<file path="src/rtl/fifo_umbral.sv">
// fifo_umbral: per-destination word buffer with programmable almost-full /
// almost-empty thresholds. Depth is 2**ADDR_WIDTH.
// The FIFO_ERROR_EN macro builds a sticky overflow/underflow flag.
// When the macro is undefined, `error` is tied low.
// Flags decode only the registered occupancy count. The threshold inputs are
// the only combinational path to an output (afull/aempty).
module fifo_umbral #(
  parameter int DATA_WIDTH = 10,
  parameter int ADDR_WIDTH = 3
) (
  input  logic                  clk,
  input  logic                  reset,
  input  logic                  push,
  input  logic [DATA_WIDTH-1:0] data_in,
  input  logic                  pop,
  output logic [DATA_WIDTH-1:0] data_out,
  input  logic [ADDR_WIDTH:0]   umbral_alto,
  input  logic [ADDR_WIDTH:0]   umbral_bajo,
  output logic                  empty,
  output logic                  full,
  output logic                  afull,
  output logic                  aempty,
  output logic                  error
);

  localparam int DEPTH = 2 ** ADDR_WIDTH;
  localparam logic [ADDR_WIDTH:0]   DEPTH_C = (ADDR_WIDTH + 1)'(DEPTH);
  localparam logic [ADDR_WIDTH:0]   CNT_ONE = (ADDR_WIDTH + 1)'(1);
  localparam logic [ADDR_WIDTH-1:0] PTR_ONE = ADDR_WIDTH'(1);

  logic [DATA_WIDTH-1:0] mem [DEPTH];
  logic [ADDR_WIDTH-1:0] wr_ptr;
  logic [ADDR_WIDTH-1:0] rd_ptr;
  logic [ADDR_WIDTH:0]   count;
  logic                  do_push;
  logic                  do_pop;

  // A push into a full FIFO is legal only when a pop frees a slot on the same edge.
  // A pop from an empty FIFO is never legal.
  // Because of that, an empty FIFO with push and pop both high performs only the push.
  assign do_push = push && (!full || pop);
  assign do_pop  = pop && !empty;

  // Status flags decode the registered count. The thresholds are used live.
  assign empty  = (count == '0);
  assign full   = (count == DEPTH_C);
  assign afull  = (count >= umbral_alto);
  assign aempty = (count <= umbral_bajo);

  // Storage array: written on an accepted push, contents not reset.
  always_ff @(posedge clk) begin
    if (do_push) begin
      mem[wr_ptr] <= data_in;
    end
  end

  // Pointers, occupancy and registered read data.
  always_ff @(posedge clk or negedge reset) begin
    if (!reset) begin
      wr_ptr   <= '0;
      rd_ptr   <= '0;
      count    <= '0;
      data_out <= '0;
    end else begin
      if (do_push) begin
        wr_ptr <= wr_ptr + PTR_ONE;
      end
      if (do_pop) begin
        rd_ptr   <= rd_ptr + PTR_ONE;
        data_out <= mem[rd_ptr];
      end
      if (do_push && !do_pop) begin
        count <= count + CNT_ONE;
      end else if (do_pop && !do_push) begin
        count <= count - CNT_ONE;
      end
    end
  end

`ifdef FIFO_ERROR_EN
  logic error_q;

  // Sticky flag: set by a rejected push (full, no pop) or a rejected pop (empty).
  always_ff @(posedge clk or negedge reset) begin
    if (!reset) begin
      error_q <= 1'b0;
    end else if ((push && full && !pop) || (pop && empty)) begin
      error_q <= 1'b1;
    end
  end

  assign error = error_q;
`else
  assign error = 1'b0;
`endif

endmodule

</file>
<file path="config.mk">
export PLATFORM = sky130hd
export DESIGN_NAME = fifo_umbral
export DESIGN_NICKNAME = d
export VERILOG_FILES = /design/src/rtl/fifo_umbral.sv
export SDC_FILE = /design/constraint.sdc
export NUM_CORES = 1
export LEC_CHECK = 0
export ABC_CLOCK_PERIOD_IN_PS = 2500
export BUFFER_PORTS_ARGS = -buffer_cell sky130_fd_sc_hd__buf_2
export CAP_MARGIN = 15
export CORE_UTILIZATION = 53
export CTS_CLUSTER_SIZE = 16
export DETAILED_ROUTE_END_ITERATION = 10
export HOLD_SLACK_MARGIN = 0.08
export PLACE_DENSITY = 0.79
export SYNTH_ARGS = -nofsm -noshare
export SYNTH_HDL_FRONTEND = slang
export SYNTH_SLANG_ARGS = --single-unit
</file>
<file path="constraint.sdc">
create_clock -name clk -period 2.5 [get_ports clk]
set_input_delay 0.125 -clock clk [delete_from_list [all_inputs] [get_ports clk]]
set_output_delay 0.125 -clock clk [all_outputs]
set_load 0.01 [all_outputs]
</file>
# Word level (Yosys, flattened, before mapping)
# Memories as Yosys holds them, arrays and structs flattened. A register that Yosys moved wholly into a read port is not among the register bits.
# Cells that the tools add are included.
[totals] memories=1 ff_bits=10 inputBits=22 mem_bits_rw=80
[mem_list] memory="mem" words=8 width=10 rd=1 rd_ports_with_merged_regs=1 wr=1 line_no="31" text="logic [DATA_WIDTH-1:0] mem [DEPTH];"
[classes] order_cmp=2 add_sub_neg=4 n_eq_ne=1 n_reduce_logical=12 muxes=4
[ops] cell="2-to-1 mux 4 bit" count=2
[ops] cell="adder 3 x 1 -> 3 bit (second input constant)" count=2
[ops] cell="zero test 1 bit" count=5
[ops] cell="adder 4 x 1 -> 4 bit (second input constant)" count=1
[ops] cell="equality test 4 bit (second input constant)" count=1
[ops] cell="greater-or-equal comparator 4 bit" count=1
[ops] cell="<= comparator 4 bit" count=1
[ops] cell="logical AND 1 bit" count=4
[ops] cell="zero test 4 bit" count=1
[ops] cell="subtractor 4 x 1 -> 4 bit (second input constant)" count=1
[ops] cell="2-to-1 mux 1 bit" count=2
[ops] cell="nonzero test 2 bit" count=1
[ops] cell="logical OR 1 bit" count=1

# Longest topological paths before layout
[logic_depth] depth_word=8 depth_mapped=10 ltp_nobuf=10

# Least setup slack after synthesis
# Ideal clock, no wire load.
[synth_path] kind="reg2reg" from="register count[1]" to="register count[3]" arrival_time_ns=2.690 t_required_ns=2.364 setup_time_ns=0.136 stages_incl_launch_ff=10 setup_slack_ns=-0.326 synth_period_minus_slack_ns=2.826 path_cell_list="dfrtp_1 > nor4_1 > nand2b_1 > buf_2 > ha_1 > inv_1 > ha_1 > a21o_2 > a2111oi_0 > o31ai_1"
[synth_between] word_cells_on_any_way=16 classes_between="2 x add/sub; 1 x eq/ne; 2 x mux; 11 x reduce/logical"
[synth_lines] item="start: declaration" line_no="34" text="logic [ADDR_WIDTH:0] count;"
[synth_lines] item="start signal: assignment" line_no="73" text="count <= count + CNT_ONE;"
[synth_lines] item="start signal: assignment" line_no="75" text="count <= count - CNT_ONE;"
[synth_lines] item="zero test 4 bit (*)" line_no="45" text="assign empty = (count == '0);"
[synth_lines] item="named net empty" line_no="19" text="output logic empty,"
[synth_lines] item="zero test 1 bit (*)" line_no="42" text="assign do_pop = pop && !empty;"
[synth_lines] item="logical AND 1 bit (*)" line_no="42"
[synth_lines] item="zero test 1 bit" line_no="72" text="if (do_push && !do_pop) begin"
[synth_lines] item="logical AND 1 bit" line_no="72"
[synth_lines] item="2-to-1 mux 4 bit or nonzero test 2 bit (tied branches)"
# Mark *: on every way through the listed nets, which the timed path passes. The rest lies on a longest branch. The select of a mux whose other input is x is not followed.
# A chain may end at the register's enable or synchronous reset.

# Worst setup path in the final report
[layout_path] from="register count[1]" to="register count[3]"
[layout_between] elab_chain_cells=7 word_cells_on_any_way=16 classes_between="2 x add/sub; 1 x eq/ne; 2 x mux; 11 x reduce/logical"
[layout_rtl] item="equality test 4 bit (*)" line_no="46" text="assign full = (count == DEPTH_C);"
[layout_rtl] item="zero test 1 bit (*)" line_no="41" text="assign do_push = push && (!full || pop);"
[layout_rtl] item="logical OR 1 bit (*)" line_no="41"
[layout_rtl] item="logical AND 1 bit (*)" line_no="41"
[layout_rtl] item="named net do_push" line_no="35" text="logic do_push;"
[layout_rtl] item="zero test 1 bit" line_no="74" text="end else if (do_pop && !do_push) begin"
[layout_rtl] item="logical AND 1 bit" line_no="74"
[layout_rtl] item="nonzero test 2 bit (no source line)"
# Marks and branches as above.

==> summary by stage <==
GRT
The largest net degree at the start of global routing is 31. The first global-routing pass estimated 12600 um of wire. The total overflow left after global routing is 0. The via count of the first global-routing pass is 2495. The number of antenna violations at the first check in global routing is 0. The overall track demand over capacity in global routing is 20.7%.

Floorplan
The initial core utilization is 54.9%. The die is 91.4 um tall. The die covers 8360 um^2. The area of the core is 7730 um^2. The number of top-level pins is 37. The number of core rows is 32. The die is 91.4 um wide.

Final layout
The post-route netlist has 31.8% of its cells at a drive strength greater than 1. After the last flow step, the layout net total stands at 374. The final standard cell count with taps included and fillers excluded is 445.

The number of antenna diodes in the final layout is 0. Compared with the post-synthesis result, the final layout area differs by 18.1%. The count of filler cells inserted in the layout is 546.

Power and ir drop
The total net switching power is 1.92 mW. Of the total power, the share spent switching nets is 35.0%. The peak supply drop is 0.000711 V. The power density over cell area is 1090 nW/um^2. In this run, the combinational gates consume 37.1% of the power.

The design draws 5.47 mW. The cell leakage power is 1.93 nW. The clock power share is 18.5%. The share of total power in sequential cells is 44.5%.

The internal portion of the total power is 3.56 mW.

Synth
The fraction of synthesis flops using an asynchronous set or reset pin is 20.0%. The number of warning messages in the yosys log is 0. The cell taking the most area after synthesis is edfxtp_1. For this run, the leading register cell type out of synthesis is edfxtp_1. A synthesized cell averages 15.6 um^2. The synthesized netlist net count is 308. The synthesized netlist occupies a cell area of 4240 um^2. Counting flops with a built-in enable in the synthesized netlist gives 80. The most instantiated library cell after synthesis is edfxtp_1. Sorting the synthesized cells by how often they occur yields edfxtp_1, mux2_2, mux2i_1, dfrtp_1, nand2_1. The synthesized design contains 100 register bits.

In the post-synthesis netlist, the biggest area contributors are edfxtp_1, dfrtp_1, mux2_2. The synthesized netlist contains 36 unique library cells. After technology mapping, the gate count stands at 272. The area fraction of the dominant cell type after synthesis is 56.7%.

After synthesis, flip-flops and latches occupy 68.5% of the total area.

Clock tree
The clock latency of the later-clocked register in the worst-skew pair is 0.37 ns. The longest clock path from root to sink contains 2 buffers. Clock-pin slew was measured on the worst setup and hold paths at 0.10 ns. Counting every sink on the clock net gives 100.

The CTS buffer count is 9. TritonCTS built the clock tree. The H-tree generated during clock tree synthesis spans 3 levels. The root buffer cell chosen for the clock tree is clkbuf_8.

Hold path
The count of cells along the worst hold path is 4. The startpoint of the worst hold path is push. The hold path endpoint is wr_ptr[0]$_DFFE_PN0P_. The path class of the tightest hold or removal check is in -> reg.

STA
The final number of hold-violating endpoints is 0. Setup repair after global routing left no endpoint under its margin. The total negative slack is 0 ns. The worst slew margin relative to its limit is 30.1%.

Setup violations remaining at the end of the flow were counted as 0. The total count of max-transition violations in the final report came to 0. For the pin with the worst max-slew slack, the measured transition is 1.04 ns. After layout, the worst path uses 96.4% of the clock period.

Clock skew on the completed layout was measured at 0.0111 ns. The maximum achievable frequency is 415 MHz. For the finished layout, the period the worst path requires is 2.41 ns.

Placed design
Counting tap cells, the placed design contains a total of 415 instances. Summed over all nets, the half-perimeter wirelength after detailed placement is 4970 um. The quantity of I/O buffers inserted on ports is 35.

The routability congestion estimate is 0.708.

Critical path
STA classifies the critical path startpoint as a flop. The arrival time of data at the critical path endpoint is 2.66 ns. The number of cells on the worst reg-to-reg path is 10.

The startpoint-to-endpoint class of the critical path is reg -> reg. The critical path required time is 2.75 ns. The setup slack of the most critical reg-to-reg path is 0.09 ns. The reg-to-reg endpoint is count[3]$_DFFE_PN0P_.

The worst setup path is captured at a flop. In this run the critical register-to-register path is launched from count[1]$_DFFE_PN0P_. The maximum net fanout on the critical path is 5.

Routing
The detailed router placed 2473 vias in this run. For this block, the initial DRC count from the detailed router was 158. After detailed routing, the total wire length is 7930 um. The first TritonRoute pass finished after 4 iterations. The remaining antenna violation count is 0.

The detail-routed via count per cell is 5.56. After detailed routing, the number of remaining DRC violations is 0. The per-cell routed wire length is 17.8 um.

Run status
The flow ran to the end, and the final reports show no timing, DRC or antenna violations.

Job
The number of max-capacitance violations reported is 0.
-- cell families (layout without fill, tap and decap cells) --
| group | count (synthesis) | in the layout | share of synthesized area [%] |
|---|---|---|---|
| DFF | 100 | 100 | 68.5 |
| AOI/OAI and AO/OA | 43 | 43 | 7.35 |
| muxes | 43 | 43 | 10.8 |
| and+or+nand+nor | 43 | 43 | 4.90 |
| buffers and inverters | 22 | 93 | 2.86 |
| adders and majority gates | 14 | 14 | 4.31 |
| xor gates and xnor gates | 6 | 6 | 1.24 |
| other | 1 | 1 | 0.0884 |
-- layout make-up --
| class | count | area (um^2) | share of cell area (%) |
|---|---|---|---|
| clock buffers | 9 | 124 | 2.47 |
| repair buffers | 66 | 435 | 8.70 |
| flip-flops and latches | 100 | 2910 | 58.1 |
| multi-input cells | 150 | 1280 | 25.7 |
| clock inverters | 7 | 80.1 | 1.60 |
| well taps | 102 | 128 | 2.55 |
| inverters | 11 | 46.3 | 0.925 |
-- worst max path at each step --
stage / from / end / slack, ns
global route: count[1]$_DFFE_PN0P_ / count[3]$_DFFE_PN0P_ / 0.01
finish: count[1]$_DFFE_PN0P_ / count[3]$_DFFE_PN0P_ / 0.09
CTS: count[2]$_DFFE_PN0P_ / count[3]$_DFFE_PN0P_ / 0.02
global placement: count[2]$_DFFE_PN0P_ / count[3]$_DFFE_PN0P_ / 0.1
floorplan: count[2]$_DFFE_PN0P_ / count[3]$_DFFE_PN0P_ / 0.01
detailed placement: count[2]$_DFFE_PN0P_ / count[3]$_DFFE_PN0P_ / 0.04
-- cells in the final DEF, fill, tap and decap left out, types with 2 or more instances in the layout --
| cell type | n |
|---|---|
| inv_1 | 9 |
| ha_1 | 11 |
| clkbuf_8 | 9 |
| a21o_1 | 3 |
| clkinv_8 | 2 |
| nor2b_1 | 2 |
| nand2_1 | 19 |
| dlygate4sd3_1 | 11 |
| nor2_1 | 5 |
| dfrtp_1 | 16 |
| o21a_1 | 2 |
| o21ai_1 | 9 |
| inv_4 | 2 |
| mux2_2 | 22 |
| ha_4 | 2 |
| buf_2 | 35 |
| nand2b_1 | 5 |
| edfxtp_1 | 80 |
| a221o_1 | 10 |
| dfrtp_2 | 4 |
| nor3_1 | 7 |
| xnor2_1 | 5 |
| o21ai_0 | 4 |
| inv_8 | 2 |
| buf_4 | 20 |
| o22ai_1 | 10 |
| mux2i_1 | 21 |
-- critical path, stage by stage, from the launching register on --
cell and delay [ns]:
dfrtp_2 0.41, or4b_4 0.55, o21ai_4 0.19, inv_4 0.05
ha_4 0.17, inv_4 0.08, ha_4 0.19, a21o_2 0.24
a21oi_2 0.15, mux2i_1 0.18, o31ai_1 0.08
-- what timing repair did --
action	in CTS	in global routing
hold buffers	11	0
resized for setup	0	2
setup buffers	0	3
endpoints found under the hold margin	100	0
endpoints found under the setup margin	0	1
-- metrics by stage --
stage	hold slack, ns	util, %	instance area [um^2]	worst slack, ns
finish	0.199	64.8	5010	0.0898
global route	0.197	64.8	5010	0.0107
floorplan	-0.171	-	4280	0.0111
detailed placement	0.138	60.1	4640	0.0399
global placement	0.136	60.1	4640	0.0981
CTS	0.120	64.2	4960	0.0243
-- routing by layer --
metal | wire length, um | vias to the layer above | global-route usage, %
met3 | 545 | 12 | 5.11
met5 | 0 | - | 0
met4 | 117 | 0 | 7.67
met1 | 3260 | 1205 | 25.9
met2 | 4000 | 87 | 35.0
li1 | - | 1169 | -
-- power groups by stage --
| stage | Sequential [mW] | Combinational [mW] | Clock [mW] |
|---|---|---|---|
| after CTS | 2.44 | 2.00 | 1.03 |
| after global routing | 2.48 | 2.23 | 1.09 |
| after detailed placement | 2.48 | 1.98 | 0 |
| final | 2.43 | 2.03 | 1.01 |
| after global placement | 2.45 | 1.91 | 0 |
| after floorplan | 2.43 | 1.39 | 0 |
-- flip-flops by register name (all words and copies together), names as in the netlist --
| name | cells |
|---|---|
| mem | 80 |
| count | 4 |
| rd_ptr | 3 |
| data_out | 10 |
| wr_ptr | 3 |
Note: power is estimated with default switching activity, not from simulation.
